## src/rtl/fifo_rd_packer.sv

```systemverilog
// Packs bytes read from a registered-output FIFO into LANES-wide words with a
// per-lane keep mask. A flush drains the in-flight read and then emits any partial word.
module fifo_rd_packer #(
   parameter int DATA_WIDTH = 8,
   parameter int LANES      = 4
) (
   input  logic                          clk_r,
   input  logic                          rst,
   input  logic                          fifo_empty,
   output logic                          fifo_rd_en,
   input  logic [DATA_WIDTH-1:0]         fifo_data,
   input  logic                          flush,
   output logic                          flush_done,
   output logic                          m_valid,
   input  logic                          m_ready,
   output logic [DATA_WIDTH*LANES-1:0]   m_data,
   output logic [LANES-1:0]              m_keep
);

   localparam int CW = $clog2(LANES) + 1;
   localparam int WW = DATA_WIDTH * LANES;
   localparam logic [CW-1:0] FULL = CW'(LANES);

   typedef enum logic [1:0] {
      RUN     = 2'd0,
      F_DRAIN = 2'd1,
      F_EMIT  = 2'd2
   } state_t;

   state_t           state;
   logic [CW-1:0]    lane_cnt;
   logic             rd_pend;
   logic [WW-1:0]    asm_q;

   logic [CW:0]      occ;
   logic [WW-1:0]    asm_wr;
   logic [CW-1:0]    cnt_wr;
   logic [LANES-1:0] part_keep;
   logic             slot_free;
   logic             word_full;

   // Bytes held plus the one still in flight must leave room for another read.
   assign occ        = {1'b0, lane_cnt} + {{CW{1'b0}}, rd_pend};
   assign fifo_rd_en = !rst && !fifo_empty && (state == RUN) && (occ < {1'b0, FULL});
   assign slot_free  = !m_valid || m_ready;

   always_comb begin
      asm_wr    = asm_q;
      cnt_wr    = lane_cnt;
      part_keep = '0;
      for (int unsigned i = 0; i < LANES; i++) begin
         if (rd_pend && (lane_cnt == CW'(i)))
            asm_wr[i*DATA_WIDTH +: DATA_WIDTH] = fifo_data;
         if (CW'(i) < lane_cnt)
            part_keep[i] = 1'b1;
      end
      if (rd_pend)
         cnt_wr = lane_cnt + CW'(1);
   end

   assign word_full = (cnt_wr == FULL);

   always_ff @(posedge clk_r or posedge rst) begin
      if (rst) begin
         state      <= RUN;
         lane_cnt   <= '0;
         rd_pend    <= 1'b0;
         asm_q      <= '0;
         m_valid    <= 1'b0;
         m_data     <= '0;
         m_keep     <= '0;
         flush_done <= 1'b0;
      end else begin
         flush_done <= 1'b0;
         rd_pend    <= fifo_rd_en;
         asm_q      <= asm_wr;
         lane_cnt   <= cnt_wr;

         if (m_valid && m_ready)
            m_valid <= 1'b0;

         // A load overrides the transfer clear, so back-to-back words keep m_valid high.
         if (word_full && slot_free) begin
            m_valid  <= 1'b1;
            m_data   <= asm_wr;
            m_keep   <= '1;
            asm_q    <= '0;
            lane_cnt <= '0;
         end else if ((state == F_EMIT) && slot_free) begin
            m_valid  <= 1'b1;
            m_data   <= asm_q;
            m_keep   <= part_keep;
            asm_q    <= '0;
            lane_cnt <= '0;
         end

         case (state)
            RUN: begin
               if (flush)
                  state <= F_DRAIN;
            end
            F_DRAIN: begin
               // A full held word leaves via the normal path; lane_cnt then reads zero.
               if (!rd_pend) begin
                  if (lane_cnt == '0) begin
                     state      <= RUN;
                     flush_done <= 1'b1;
                  end else if (lane_cnt != FULL) begin
                     state <= F_EMIT;
                  end
               end
            end
            F_EMIT: begin
               if (slot_free) begin
                  state      <= RUN;
                  flush_done <= 1'b1;
               end
            end
            default: state <= RUN;
         endcase
      end
   end

endmodule
```

## config.mk

```make
export PLATFORM = sky130hd
export DESIGN_NAME = fifo_rd_packer
export DESIGN_NICKNAME = d
export VERILOG_FILES = /design/src/rtl/fifo_rd_packer.sv
export SDC_FILE = /design/constraint.sdc
export NUM_CORES = 1
export LEC_CHECK = 0
export BUFFER_PORTS_ARGS = -buffer_cell sky130_fd_sc_hd__buf_2
export CORE_MARGIN = 2
export CORE_UTILIZATION = 45
export DETAILED_ROUTE_END_ITERATION = 6
export PLACE_DENSITY = 0.65
export SLEW_MARGIN = 0
export SYNTH_ARGS = -nofsm -noshare
export SYNTH_HDL_FRONTEND = slang
export SYNTH_SLANG_ARGS = --single-unit
```

## constraint.sdc

```tcl
create_clock -name clk_r -period 4.4 [get_ports clk_r]
set_clock_uncertainty 0.2 [all_clocks]
set_input_delay 0.22 -clock clk_r [delete_from_list [all_inputs] [get_ports clk_r]]
set_output_delay 0.22 -clock clk_r [all_outputs]
set_load 0.05 [all_outputs]
```

==> impl_metrics.env <==
export IMPL_final_antenna_net_count=0
export IMPL_synthesis_nets=320
export IMPL_clk_path_buf_depth=2
export IMPL_syn_instance_count=300
export IMPL_total_power_w=0.003443
export IMPL_wl_per_cell_um=16.86
export IMPL_cp_data_arrival_time_ps=3010
export IMPL_clk_latency_ps=350
export IMPL_fin_tns_setup_ps=0
export IMPL_setup_violations=0
export IMPL_powerDensity_nw_per_um2=823.5
export IMPL_min_path_type="in2reg"
export IMPL_fp_coreArea_um2=7727
export IMPL_worstMarginPinSlew_ps=836.1
export IMPL_route_detailed_drc=0
export IMPL_rsz0062_at_grt="no"
export IMPL_synthFlopType="dfrtp_1"
export IMPL_path_class="reg2reg"
export IMPL_fin_ws_ps=1475
export IMPL_max_vdd_ir_drop_mv=0.4466
export IMPL_die_w_um=93.39
export IMPL_utilization_pct=54.11
export IMPL_n_antenna_cell=0
export IMPL_io_pins=52
export IMPL_final_common_cell="dfrtp_1"
export IMPL_fin_crit_sh_pct=66.47
export IMPL_post_route_cells_drive_above_1_share_pct=23.42
export IMPL_ys_seq_area_share_pct=52.89
export IMPL_drt_iter0_drc=198
export IMPL_num_rows=32
export IMPL_initial_utilization_pct=46.53
export IMPL_htreeDepth=3
export IMPL_synthDistinctLibCells=40
export IMPL_yosysWarningCount=0
export IMPL_pre_cts_ws_ps=1481
export IMPL_fill_cells=682
export IMPL_clock_sinks=76
export IMPL_crit_path_end_kind="register"
export IMPL_first_global_vias=2433
export IMPL_timing_final_crit_period_ps=2925
export IMPL_wirelength_mm=7.840
export IMPL_maxSlewViolCount=0
export IMPL_grt_overflow=0
export IMPL_relSlewSlack_pct=44.12
export IMPL_hpwl_mm=5.071
export IMPL_die_h_um=93.39
export IMPL_max_cap_violations=0
export IMPL_cts_tree="done"
export IMPL_netlist_area_um2=3596
export IMPL_required_ps=4490
export IMPL_status="complete, no violations"
export IMPL_hold_worst_slack_ps=12.10
export IMPL_cts_buffers=9
export IMPL_synth_async_reset_ratio_pct=100.0
export IMPL_drt_vias_per_instance=5.299
export IMPL_cts_root_buf="clkbuf_8"
export IMPL_fmax_mhz=341.9
export IMPL_hold_viol=0
export IMPL_die_area_um2=8722
export IMPL_grt_first_pass_wirelength_mm=12.61
export IMPL_syn_mean_instance_area_um2=11.99
export IMPL_gp_congestion=0.7296
export IMPL_route_vias_total=2464
export IMPL_yosys_register_bits=76
export IMPL_grt_max_degree=65
export IMPL_antenna_found_initial=0
export IMPL_port_buffers=51
export IMPL_dr_pass1_iters=4
export IMPL_cp_max_fo=64
export IMPL_synth_edf_count=0
export IMPL_crit_path_start_kind="register"
export IMPL_clk_pin_slew_ps=80
export IMPL_fin_nets=378
export IMPL_leakage_nw=1.962
export IMPL_final_cell_mix="dfrtp_1 (76), buf_2 (51), nand2_1 (38)"
export IMPL_gr_usage_all_layers_pct=19.32
export IMPL_syn_to_final_growth_pct=16.28
## worst max-delay path, stage by stage (launching register included)
cell and delay, ps:
dfrtp_1 700, ha_1 470, inv_1 150, o2111ai_2 340
nand2_2 150, buf_4 550, o221a_1 290
## area by class of cell
class                      count  area [um^2]  share of cell area (%)
sequential                    76         1902                   45.48
timing repair buffer          61        350.3                   8.378
clock buffer                  12        155.1                   3.710
inverter                       7        26.28                  0.6284
multi-input combinational    203         1573                   37.61
tap                          102        127.6                   3.052
clock inverter                 4        47.55                   1.137
## per-stage QoR
step	instance area, um^2	cells
4_1_cts	4182	465
3_5_place_dp	3899	441
2_1_floorplan	3596	300
3_3_place_gp	3899	441
6_report	4182	465
5_1_grt	4182	465
## flip-flops by register name, indices dropped and copies added (netlist names)
name	cells
asm_q	32
m_data	32
m_keep	4
lane_cnt	3
state	2
flush_done	1
m_valid	1
rd_pend	1
## cell families after synthesis
kind of cell	share of synthesized area, %
multiplexers	5.393
AND/OR/NAND/NOR	19.28
flip-flops	52.89
AO/OA/AOI/OAI	16.63
buffers and inverters	3.375
adder cells (fa/ha/maj)	2.436
## cell usage after synthesis, types with 2 or more instances
library cell / instances / share of area, %
nor4b_2: 2 / 0.84
or2b_1: 9 / 1.9
a21o_4: 4 / 1.7
nor4_4: 4 / 2.4
ha_1: 7 / 2.4
nor2_1: 21 / 2.2
nand2_1: 38 / 4.0
o211ai_1: 2 / 0.42
a21oi_1: 18 / 2.5
buf_2: 7 / 0.97
o221a_1: 32 / 10
dfrtp_1: 76 / 53
buf_6: 4 / 1.3
buf_1: 2 / 0.21
o21ai_0: 3 / 0.42
inv_1: 7 / 0.73
nand3_1: 3 / 0.42
nand2b_1: 24 / 4.2
mux2i_1: 16 / 4.5
## worst paths after layout
check / from / end / slack, ps / cells past startpoint
max: rd_pend / m_data[28] / 1480 / 6
min: fifo_data[6] / asm_q[14] / 10 / 3
max reg2reg: rd_pend / m_data[28] / 1480 / 6
min reg2reg: m_keep[3] / m_keep[3] / 320 / 2
max in group asynchronous: rst / m_data[11] / 2630 / 4
min in group asynchronous: rst / m_data[8] / 290 / 3
## where the power goes
group / internal (W) / switching [W]
sequential: 0.00100 / 0.000206
clock: 0.000291 / 0.000256
combinational: 0.000565 / 0.00112
## layer usage
layer | vias up | GRT usage (%) | share of wire, %
met4 | 0 | 8.211 | 2.2
met3 | 13 | 4.029 | 4.2
li1 | 1194 | - | -
met1 | 1205 | 27.16 | 48
met5 | - | 0 | 0
met2 | 52 | 29.02 | 45
## repair_timing
item / 4_1_cts / 5_1_grt
setup buffers: 0 / 0
endpoints found under the hold margin: 40 / 0
endpoints found under the setup margin: 0 / 0
gates resized for setup: 0 / 0
hold buffers: 8 / 0
Note: power is estimated with default switching activity, not from simulation.
